**src/rtl/mgmt_qspi_bridge_pkg.sv**
```systemverilog
// Shared types and constants for the QSPI to management-bus bridge.
// The address helper wraps inside the 15-bit management address space.
package mgmt_qspi_bridge_pkg;

  typedef enum logic [2:0] {
    IDLE,
    HEADER,
    WR_DATA,
    RD_DUMMY,
    RD_DATA
  } qspi_state_t;

  localparam int QSPI_READ_FLAG_BIT = 15;
  localparam int HEADER_NIBBLES     = 4;

  function automatic logic [14:0] addr_inc(input logic [14:0] a);
    return a + 15'd1;
  endfunction

endpackage

```
**src/rtl/mgmt_qspi_input_sync.sv**
```systemverilog
// Synchroniser chains for SCK, CS_N and DQ, plus edge detection.
// The CS_N chain resets low so a reset taken mid-frame never fakes a CS_N fall.
module mgmt_qspi_input_sync #(
  parameter int SYNC_STAGES = 2
) (
  input  logic       clk,
  input  logic       rst_n,
  input  logic       sck,
  input  logic       cs_n,
  input  logic [3:0] dq,
  output logic [3:0] dq_s,
  output logic       sck_rise,
  output logic       sck_fall,
  output logic       cs_fall,
  output logic       cs_rise
);

  logic [SYNC_STAGES-1:0]      sck_q;
  logic [SYNC_STAGES-1:0]      cs_q;
  logic [SYNC_STAGES-1:0][3:0] dq_q;
  logic                        sck_d;
  logic                        cs_d;
  logic                        sck_s;
  logic                        cs_s;

  always_ff @(posedge clk or negedge rst_n) begin
    if (!rst_n) begin
      sck_q <= '0;
      cs_q  <= '0;
      dq_q  <= '0;
      sck_d <= 1'b0;
      cs_d  <= 1'b0;
    end else begin
      sck_q <= {sck_q[SYNC_STAGES-2:0], sck};
      cs_q  <= {cs_q[SYNC_STAGES-2:0], cs_n};
      dq_q  <= {dq_q[SYNC_STAGES-2:0], dq};
      sck_d <= sck_s;
      cs_d  <= cs_s;
    end
  end

  assign sck_s    = sck_q[SYNC_STAGES-1];
  assign cs_s     = cs_q[SYNC_STAGES-1];
  assign dq_s     = dq_q[SYNC_STAGES-1];
  assign sck_rise = sck_s & ~sck_d & ~cs_s;
  assign sck_fall = ~sck_s & sck_d & ~cs_s;
  assign cs_fall  = cs_d & ~cs_s;
  assign cs_rise  = ~cs_d & cs_s;

endmodule

```
**src/rtl/mgmt_qspi_bridge.sv**
```systemverilog
// Quad-SPI slave bridging MCU frames onto the byte-wide management bus.
// SCK is oversampled in clk; reads are prefetched one byte ahead.
module mgmt_qspi_bridge
  import mgmt_qspi_bridge_pkg::*;
#(
  parameter int SYNC_STAGES  = 2,
  parameter int DUMMY_CLOCKS = 4
) (
  input  logic        clk,
  input  logic        rst_n,
  input  logic        qspi_sck,
  input  logic        qspi_cs_n,
  input  logic [3:0]  qspi_dq_in,
  output logic [3:0]  qspi_dq_out,
  output logic        qspi_dq_oe,
  output logic        rd_en,
  output logic [15:0] rd_addr,
  input  logic        rd_valid,
  input  logic [7:0]  rd_data,
  output logic        wr_en,
  output logic [15:0] wr_addr,
  output logic [7:0]  wr_data,
  output logic        underrun
);

  localparam int DW = $clog2(DUMMY_CLOCKS + 1);

  qspi_state_t   state, state_nx;
  logic [3:0]    dq_s;
  logic          sck_rise, sck_fall, cs_fall, cs_rise;
  logic [1:0]    nib_cnt;
  logic          nib_odd;
  logic [11:0]   hdr;
  logic [15:0]   hdr_word;
  logic          hdr_last;
  logic          is_rd;
  logic [DW-1:0] dum_cnt;
  logic          dum_last;
  logic [14:0]   addr;
  logic [3:0]    wr_hi;
  logic [3:0]    lo_nib;
  logic [7:0]    pf_data;
  logic          pf_valid;

  mgmt_qspi_input_sync #(
    .SYNC_STAGES(SYNC_STAGES)
  ) u_sync (
    .clk     (clk),
    .rst_n   (rst_n),
    .sck     (qspi_sck),
    .cs_n    (qspi_cs_n),
    .dq      (qspi_dq_in),
    .dq_s    (dq_s),
    .sck_rise(sck_rise),
    .sck_fall(sck_fall),
    .cs_fall (cs_fall),
    .cs_rise (cs_rise)
  );

  assign hdr_word = {hdr, dq_s};
  assign is_rd    = hdr_word[QSPI_READ_FLAG_BIT];
  assign hdr_last = sck_rise && (state == HEADER) &&
                    (nib_cnt == 2'(HEADER_NIBBLES - 1));
  assign dum_last = sck_rise && (state == RD_DUMMY) &&
                    (dum_cnt == DW'(DUMMY_CLOCKS - 1));

  always_ff @(posedge clk or negedge rst_n) begin
    if (!rst_n) state <= IDLE;
    else        state <= state_nx;
  end

  always_comb begin
    state_nx = state;
    if (cs_rise) begin
      state_nx = IDLE;
    end else if (cs_fall) begin
      state_nx = HEADER;
    end else begin
      unique case (state)
        HEADER:   if (hdr_last) state_nx = is_rd ? RD_DUMMY : WR_DATA;
        RD_DUMMY: if (dum_last) state_nx = RD_DATA;
        default:  ;
      endcase
    end
  end

  always_ff @(posedge clk or negedge rst_n) begin
    if (!rst_n) begin
      nib_cnt     <= '0;
      nib_odd     <= 1'b0;
      hdr         <= '0;
      dum_cnt     <= '0;
      addr        <= '0;
      wr_hi       <= '0;
      lo_nib      <= '0;
      pf_data     <= '0;
      pf_valid    <= 1'b0;
      qspi_dq_out <= '0;
      qspi_dq_oe  <= 1'b0;
      rd_en       <= 1'b0;
      rd_addr     <= '0;
      wr_en       <= 1'b0;
      wr_addr     <= '0;
      wr_data     <= '0;
      underrun    <= 1'b0;
    end else begin
      rd_en    <= 1'b0;
      wr_en    <= 1'b0;
      underrun <= 1'b0;
      if (cs_rise || cs_fall) begin
        nib_cnt     <= '0;
        nib_odd     <= 1'b0;
        dum_cnt     <= '0;
        pf_valid    <= 1'b0;
        qspi_dq_oe  <= 1'b0;
        qspi_dq_out <= '0;
      end else begin
        unique case (state)
          HEADER: begin
            if (sck_rise) begin
              hdr     <= {hdr[7:0], dq_s};
              nib_cnt <= nib_cnt + 2'd1;
            end
            if (hdr_last && is_rd) begin
              rd_en   <= 1'b1;
              rd_addr <= {1'b0, hdr_word[14:0]};
              addr    <= addr_inc(hdr_word[14:0]);
            end else if (hdr_last) begin
              addr <= hdr_word[14:0];
            end
          end
          WR_DATA: begin
            if (sck_rise) begin
              nib_odd <= ~nib_odd;
              if (!nib_odd) begin
                wr_hi <= dq_s;
              end else begin
                wr_en   <= 1'b1;
                wr_addr <= {1'b0, addr};
                wr_data <= {wr_hi, dq_s};
                addr    <= addr_inc(addr);
              end
            end
          end
          RD_DUMMY: begin
            if (sck_rise) dum_cnt <= dum_cnt + DW'(1);
          end
          RD_DATA: begin
            if (sck_fall) begin
              nib_odd <= ~nib_odd;
              if (!nib_odd) begin
                // Empty prefetch sends a zero byte but still fetches ahead
                lo_nib      <= pf_valid ? pf_data[3:0] : 4'h0;
                qspi_dq_out <= pf_valid ? pf_data[7:4] : 4'h0;
                qspi_dq_oe  <= 1'b1;
                pf_valid    <= 1'b0;
                underrun    <= ~pf_valid;
                rd_en       <= 1'b1;
                rd_addr     <= {1'b0, addr};
                addr        <= addr_inc(addr);
              end else begin
                qspi_dq_out <= lo_nib;
              end
            end
          end
          default: ;
        endcase
        if (rd_valid && (state == RD_DUMMY || state == RD_DATA)) begin
          pf_data  <= rd_data;
          pf_valid <= 1'b1;
        end
      end
    end
  end

endmodule

```
**config.mk**
```make
export PLATFORM = sky130hd
export DESIGN_NAME = mgmt_qspi_bridge
export DESIGN_NICKNAME = d
export VERILOG_FILES = /design/src/rtl/mgmt_qspi_bridge_pkg.sv /design/src/rtl/mgmt_qspi_input_sync.sv /design/src/rtl/mgmt_qspi_bridge.sv
export SDC_FILE = /design/constraint.sdc
export NUM_CORES = 1
export LEC_CHECK = 0
export BUFFER_PORTS_ARGS = -buffer_cell sky130_fd_sc_hd__clkbuf_2
export CORE_MARGIN = 2
export CORE_UTILIZATION = 40
export CTS_CLUSTER_SIZE = 14
export DETAILED_ROUTE_END_ITERATION = 8
export GPL_TIMING_DRIVEN = 1
export SLEW_MARGIN = 30
export SYNTH_ARGS = -nofsm -noshare
export SYNTH_HDL_FRONTEND = slang
export SYNTH_SLANG_ARGS = --single-unit
export TNS_END_PERCENT = 1
```
**constraint.sdc**
```tcl
create_clock -name clk -period 2.6 [get_ports clk]
set_clock_uncertainty 0.15 [all_clocks]
set_input_delay 0.26 -clock clk [delete_from_list [all_inputs] [get_ports clk]]
set_output_delay 0.26 -clock clk [all_outputs]
set_load 0.05 [all_outputs]
```
==> key figures, run 1 <==
Critical path
  – CP max stage cell: or4_4
  – CP arrival: 2450 ps
  – Data required time of the worst path: 2740 ps
  – CP peak stage delay: 620 ps
  – CP Launch Type: flip-flop
  – CP bufs+invs: 0
  – Critical Path Sink Type: flip-flop
  – Critical path cell sequence: nand4bb_4 > or4_4 > nor4_2 > xnor2_1 > a21oi_1 > o21ai_1
  – Reg2Reg Launch Point: u_sync.cs_q[1]$_DFF_PN0_
  – Setup CP Type: flip-flop to flip-flop
  – R2R cell count: 6
  – Worst reg2reg endpoint: addr[13]$_DFFE_PN0P_
  – Delay-heaviest family, CP: simple AND/OR/NAND/NOR gates
  – Worst-path fanout max: 9
  – Reg2reg setup slack: 290 ps

Global route
  – Met1 GRT Util: 0.236
  – GR Util met3: 0.0565
  – GR Util met2: 0.294
  – Vias in the first global route: 3953
  – Gr busiest metal: met2
  – Grt ovf: 0
  – GRT Util Overall: 0.183
  – First-pass GRT wire length: 20200 microns
  – Largest net degree at the start of global routing: 55
  – Initial antenna violation count: 0

Synth
  – Share of the synthesized area in the top cell type: 0.540
  – Post-synth EDFFs: 0
  – Most used DFF post-synth: dfrtp_1
  – Mapped Area: 0.00524 sq mm
  – Leading area contributor after synthesis: dfrtp_1
  – Syn avg cell area: 10.3 sq um
  – Distinct cells, synth: 61
  – YS warnings: 0
  – Area contributors post-synth: dfrtp_1 (54%), nand2_1 (8.4%), mux2_2 (5.4%)
  – Asr flop ratio synth: 1.00
  – Register bit total from synthesis: 113
  – Synthesized instance count: 509
  – Seq/Total Area, Yosys: 0.540

Floorplanning
  – Die area: 0.0140 sq mm
  – Die W: 118 microns
  – Die Y: 118 microns
  – Num rows: 41
  – Core area: 0.0127 sq mm
  – Io pins: 65
  – Initial core utilization: 0.412

Clocking
  – Clk slew on worst S/H paths: 50 ps
  – Clock root buffer: clkbuf_16
  – Clk_lat worst skew: 420 ps
  – CTS sink count: 113
  – Post-CTS setup buffers: 0
  – # H-tree levels: 4
  – CTS Buf Count: 17
  – CTS tree: yes
  – CTS Buffer Depth: 2

STA
  – Top achievable clock speed: 434 MHz
  – Period minus WS final: 2310 ps
  – Pins Over Slew Limit: 0
  – Setup_tns: 0 ps
  – RSZ-0062 raised after global routing: no
  – Slew @ Worst Pin: 506 ps
  – Setup violators final: 0
  – Final Hold Fails: 0
  – Worst slew margin: 0.662
  – Fin crit share: 0.887

Drt
  – ANT nets after route: 0
  – Vias/cell: 5.14
  – Residual DRC: 0
  – DR WL/cell: 15.3 microns
  – Drt first pass iters: 4
  – Detailed Route Iter0 Violations: 222
  – DR vias: 3970
  – Routed WL: 11900 microns

Final layout
  – Final Util: 0.512
  – Fin area: 0.00652 sq mm
  – Diodes inserted: 0
  – Share of cells above drive strength 1: 0.241
  – Final nets: 613
  – P&R area growth vs syn: 24.4%

Power and ir drop
  – Pwr Total: 5480 uW
  – Worst VDD drop: 406 uV
  – Cell Pwr Density: 841 mW/mm^2
  – Leak pwr: 0.00309 uW

Placed design
  – Post-DP HPWL: 8330 microns
  – Placer Congestion: 0.910
  – IO Port Bufs: 62
  – Area post-placement: 0.00575 sq mm

Job
  – Max-cap viol count: 0

Hold path
  – Worst Hold Class: primary input to async pin

Outcome
  – Status: completed
through the flow:
step,setup WS (ps),cells,hold WS (ps)
2_1_floorplan,393,510,-186
3_3_place_gp,313,727,62.6
3_5_place_dp,290,727,68.3
4_1_cts,275,773,174
5_1_grt,97.6,773,193
6_report,295,773,169
worst max-delay path by stage:
stage                                         from              endpoint  slack [ps]  cells after the start
after floorplan           u_sync.cs_q[1]$_DFF_PN0_  addr[11]$_DFFE_PN0P_         390                      7
after global placement    u_sync.cs_q[1]$_DFF_PN0_  addr[11]$_DFFE_PN0P_         310                      6
after detailed placement  u_sync.cs_q[1]$_DFF_PN0_  addr[11]$_DFFE_PN0P_         290                      6
after CTS                 u_sync.cs_q[1]$_DFF_PN0_  addr[11]$_DFFE_PN0P_         280                      6
after global routing          state[1]$_DFFE_PN0P_   addr[6]$_DFFE_PN0P_         100                      6
final                     u_sync.cs_q[1]$_DFF_PN0_  addr[13]$_DFFE_PN0P_         290                      6
area by class of cell:
type | count | area, sq um
Tap cell | 172 | 215
Timing Repair Buffer | 92 | 588
Clock buffer | 21 | 460
Clock inverter | 10 | 159
Fill cell | 1201 | 6200
Multi-Input combinational cell | 356 | 2240
Sequential cell | 113 | 2830
Inverter | 9 | 33.8
kinds of logic after synthesis:
kind of cell | Yosys count | synth area share
compound gates | 96 | 0.108
xor+xnor | 18 | 0.0301
fa+ha+maj | 7 | 0.0167
buf+inv | 41 | 0.0365
flops | 113 | 0.540
mux | 41 | 0.0843
other cells | 1 | 0.000716
simple gates | 192 | 0.184
sequential cells by signal, summed over array words and instances (netlist names), 2 cells and up:
register and flops:
wr_data 8, u_sync.cs_q 2, u_sync.sck_q 2, u_sync.dq_q 4, pf_data 8, u_sync.dq_s 4
wr_addr 15, dum_cnt 3, qspi_dq_out 4, addr 15, wr_hi 4, nib_cnt 2
state 3, hdr 12, rd_addr 15, lo_nib 4
power by group:
group | leakage (uW) | internal [uW] | total [uW] | switching [uW]
combinational | 0.00130 | 318 | 761 | 443
sequential | 0.00149 | 2000 | 2290 | 289
clock | 0.000299 | 1640 | 2430 | 789
total | 0.00309 | 3960 | 5480 | 1520
synth_stat cells (3+ instances only):
cell type / instances
nand2_1: 117
dfrtp_1: 113
a21oi_1: 30
mux2_2: 25
o21ai_1: 21
mux2i_1: 16
o21ai_0: 16
clkbuf_1: 14
nor2_1: 12
buf_2: 11
nand3_1: 10
xnor2_1: 10
inv_1: 8
nand4_1: 8
xor2_1: 8
ha_1: 7
nor3_1: 7
and3_1: 6
and2_1: 5
a32oi_1: 4
nand2b_1: 3
nor3b_1: 3
nor4_2: 3
o31ai_1: 3
routing by layer:
metal / part of all wire / wire length [microns] / vias up
met3: 0.046 / 548 / 14
met5: 0 / 0 / -
met2: 0.49 / 5820 / 105
met1: 0.45 / 5330 / 1928
li1: - / - / 1923
met4: 0.013 / 156 / 0
cell usage in the layout, fill, tap and decap left out, drive strengths merged, types with 3 or more instances in the layout:
cell / n
a21oi: 31
nor3b: 3
ha: 7
dfrtp: 113
dlygate4sd3: 15
inv: 9
a32oi: 4
o31ai: 3
nor4: 6
mux2: 25
xor2: 8
nand2b: 3
buf: 16
clkinv: 4
nand4: 8
nor2: 12
bufinv: 4
nand3: 10
nand2: 117
and3: 6
clkbuf: 82
nor3: 9
and2: 5
xnor2: 10
mux2i: 16
o21ai: 37
timing repair:
action	in CTS	in global routing
hold endpoints to repair	39	0
resized for setup	0	0
hold buffers	15	0
(Power assumes the default switching activity.)
==> run 2, diff against run 1 <==
--- a/config.mk
+++ b/config.mk
@@ -11,8 +11,10 @@
 export CTS_CLUSTER_SIZE = 14
 export DETAILED_ROUTE_END_ITERATION = 8
 export GPL_TIMING_DRIVEN = 1
+export SKIP_CTS_REPAIR_TIMING = 1
 export SLEW_MARGIN = 30
 export SYNTH_ARGS = -nofsm -noshare
 export SYNTH_HDL_FRONTEND = slang
+export SYNTH_HIERARCHICAL = 1
 export SYNTH_SLANG_ARGS = --single-unit
 export TNS_END_PERCENT = 1
==> run 2 against run 1 <==
Compared with the run above: sequential share of layout area down 0.66 points; worst hold slack improved by 24 ps; global-route usage fell by 1.3 points; count of clock-buffer cells in the layout increased by 2; largest cell class unchanged.
==> key figures, run 2 <==
Outcome
  – Status: completed

Final layout
  – Post-Layout Cell Count: 721 (-6.7%)
  – Most common cell after layout, fill and taps aside: dfrtp_1
  – Largest registers: addr x15, rd_addr x15, wr_addr x15
  – Diodes inserted: 0 (unchanged)
  – Share of cells above drive strength 1: 0.371 (+0.129)
  – Fin area: 0.00662 sq mm (+1.5%)
  – Final nets: 555 (-9.5%)
  – P&R area growth vs syn: 23.9%
  – # fillers: 1201 (unchanged)
  – Most frequent cells in the layout: dfrtp_1 (113), mux2_2 (68), clkbuf_2 (61)

Drt
  – Drt first pass iters: 4 (unchanged)
  – Detailed Route Iter0 Violations: 208 (-6.3%)
  – ANT nets after route: 0 (unchanged)
  – DR vias: 3725 (-6.2%)
  – DR WL/cell: 16.0 microns (+4.2%)
  – Residual DRC: 0 (unchanged)
  – Vias/cell: 5.17 (+0.60%)
  – Routed WL: 11500 microns (-2.8%)

Critical path
  – Data required time of the worst path: 2740 ps (about the same)
  – Worst-path fanout max: 9 (unchanged)
  – Setup CP Type: flip-flop to flip-flop
  – Reg2reg setup slack: 130 ps (-170 ps)
  – Worst reg2reg endpoint: addr[3]$_DFFE_PN0P_
  – Critical Path Sink Type: flip-flop
  – R2R cell count: 6 (unchanged)
  – CP Launch Type: flip-flop
  – Reg2Reg Launch Point: u_sync/cs_q[1]$_DFF_PN0_
  – CP arrival: 2610 ps (+160 ps)

Job
  – Max-cap viol count: 0 (unchanged)

Clocking
  – Clk slew on worst S/H paths: 50 ps (about the same)
  – CTS tree: yes
  – # H-tree levels: 4 (unchanged)
  – CTS Buf Count: 17 (unchanged)
  – Clock root buffer: clkbuf_16
  – CTS sink count: 113 (unchanged)
  – CTS Buffer Depth: 2 (unchanged)
  – Clk_lat worst skew: 420 ps (about the same)

STA
  – Top achievable clock speed: 404 MHz (-6.8%)
  – Fin crit share: 0.951 (+0.0648)
  – Setup violators final: 0 (unchanged)
  – Final Hold Fails: 0 (unchanged)
  – Pins Over Slew Limit: 0 (unchanged)
  – Period minus WS final: 2470 ps (+168 ps)
  – RSZ-0062 raised after global routing: yes
  – Worst slew margin: 0.594 (-0.0677)
  – Slew @ Worst Pin: 607 ps (+101 ps)

Synth
  – Post-synthesis simple-gate area fraction: 0.126 (-0.0577)
  – Commonest cells in the netlist: dfrtp_1 (113), mux2_2 (68), nand2_1 (28)
  – Mapped Area: 0.00535 sq mm (+2.0%)
  – Post-synth EDFFs: 0 (unchanged)
  – Multiplexer share of the synthesized area: 0.170 (+0.0861)
  – Register bit total from synthesis: 113 (unchanged)
  – Area contributors post-synth: dfrtp_1 (53%), mux2_2 (14%), mux2_4 (2.5%)
  – Adder and majority gate portion of the synthesized area: 0.0117 (-0.00501)
  – Share of the synthesized area in the top cell type: 0.529 (-0.0106)
  – Asr flop ratio synth: 1.00 (unchanged)
  – Syn avg cell area: 12.0 sq um (+16%)
  – Leading area contributor after synthesis: dfrtp_1
  – Most used DFF post-synth: dfrtp_1
  – Main combinational cell family by area after synthesis: multiplexers
  – YS warnings: 6 (+6)
  – Xor/xnor share of the synthesized area: 0.0295 (-0.000592)
  – Synthesized instance count: 447 (-12%)
  – Most numerous cell in the Yosys netlist: dfrtp_1
  – Distinct cells, synth: 55 (-9.8%)
  – Seq/Total Area, Yosys: 0.529 (-0.0106)
  – Synth Area in Compound Gates: 0.0892 (-0.0192)

Placed design
  – Placer Congestion: 0.900 (-1.0%)
  – Placed Instances: 674 (-7.3%)
  – Area post-placement: 0.00585 sq mm (+1.8%)
  – Post-DP HPWL: 7920 microns (-5.0%)
  – IO Port Bufs: 62 (unchanged)

Global route
  – Largest net degree at the start of global routing: 114 (+110%)
  – Grt ovf: 0 (unchanged)
  – GRT Util Overall: 0.170 (-0.0130)
  – First-pass GRT wire length: 19000 microns (-6.3%)
  – Vias in the first global route: 3766 (-4.7%)
  – Initial antenna violation count: 0 (unchanged)

Floorplanning
  – Core area: 0.0131 sq mm (+3.3%)
  – Die W: 120 microns (+0.96%)
  – Die area: 0.0143 sq mm (+1.9%)
  – Num rows: 42 (+2.4%)
  – Die Y: 120 microns (+0.96%)
  – Initial core utilization: 0.407 (-0.00502)
  – Io pins: 65 (unchanged)

Power and ir drop
  – Pwr Total: 5030 uW (-8.3%)
  – Worst VDD drop: 376 uV (-7.4%)
  – Cell Pwr Density: 759 mW/mm^2 (-9.7%)
  – Leak pwr: 0.00323 uW (+4.4%)

Hold path
  – Worst Hold Class: flip-flop to flip-flop
  – WHS Path Cells: 0
  – Hold_sp: u_sync/dq_q[2]$_DFF_PN0_
  – Hold EP: u_sync/dq_s[2]$_DFF_PN0_
==> run 2: metal layers <==
layer	vias up	global-route usage	wire length, microns
met5	-	0	0
li1	1781	-	-
met2	85	0.278	5720
met3	22	0.0471	479
met4	0	0.0779	221
met1	1837	0.211	5100
==> run 2: area by class of cell <==
type,count,area (sq um),area share
sequential,113,2830,0.427
multi-input combinational,293,2310,0.348
timing repair buffer,98,646,0.0975
clock buffer,23,478,0.0722
tap,176,220,0.0333
clock inverter,8,105,0.0159
inverter,10,37.5,0.00567
==> run 2: power by group <==
group	internal [uW]	total [uW]	switching, uW
Sequential	1940	2220	282
Combinational	266	541	275
Clock	1480	2260	783
Total	3690	5030	1340
==> run 2: critical path: stages, from the launching register on <==
cell and delay, ps:
dfrtp_1 410, nor3b_2 220, or4b_4 500, a221oi_4 340
and2_4 260, o21ai_0 100, a221o_1 360
==> run 2: worst max-delay path by stage <==
stage / start / endpoint / slack [ps] / depth (start not counted)
final: u_sync/cs_q[1]$_DFF_PN0_ / addr[3]$_DFFE_PN0P_ / 130 / 6
after detailed placement: u_sync/cs_q[1]$_DFF_PN0_ / addr[4]$_DFFE_PN0P_ / 30 / 6
after global placement: u_sync/cs_q[1]$_DFF_PN0_ / addr[4]$_DFFE_PN0P_ / 90 / 6
after global routing: u_sync/cs_q[1]$_DFF_PN0_ / addr[3]$_DFFE_PN0P_ / -9 / 6
after CTS: u_sync/cs_q[1]$_DFF_PN0_ / addr[4]$_DFFE_PN0P_ / 10 / 6
after floorplan: u_sync/cs_q[1]$_DFF_PN0_ / addr[3]$_DFFE_PN0P_ / 190 / 6
==> run 2: kinds of logic (layout without fill, tap and decap cells) <==
kind of cell / Yosys count / count (layout)
buffers and inverters: 42 / 139
flip-flops: 113 / 113
AND/OR/NAND/NOR: 123 / 123
AO/OA/AOI/OAI: 67 / 67
multiplexers: 78 / 78
XOR/XNOR: 18 / 18
other: 1 / 2
adder cells (fa/ha/maj): 5 / 5
==> run 2: through the flow <==
stage	utilization	worst slack, ps	hold slack [ps]	setup TNS [ps]
global route	0.504	-9.35	208	-9.35
global placement	0.446	91.0	182	0
finish	0.504	126	193	0
CTS	0.490	12.1	-224	0
detailed placement	0.446	34.7	186	0
floorplan	-	186	-186	0
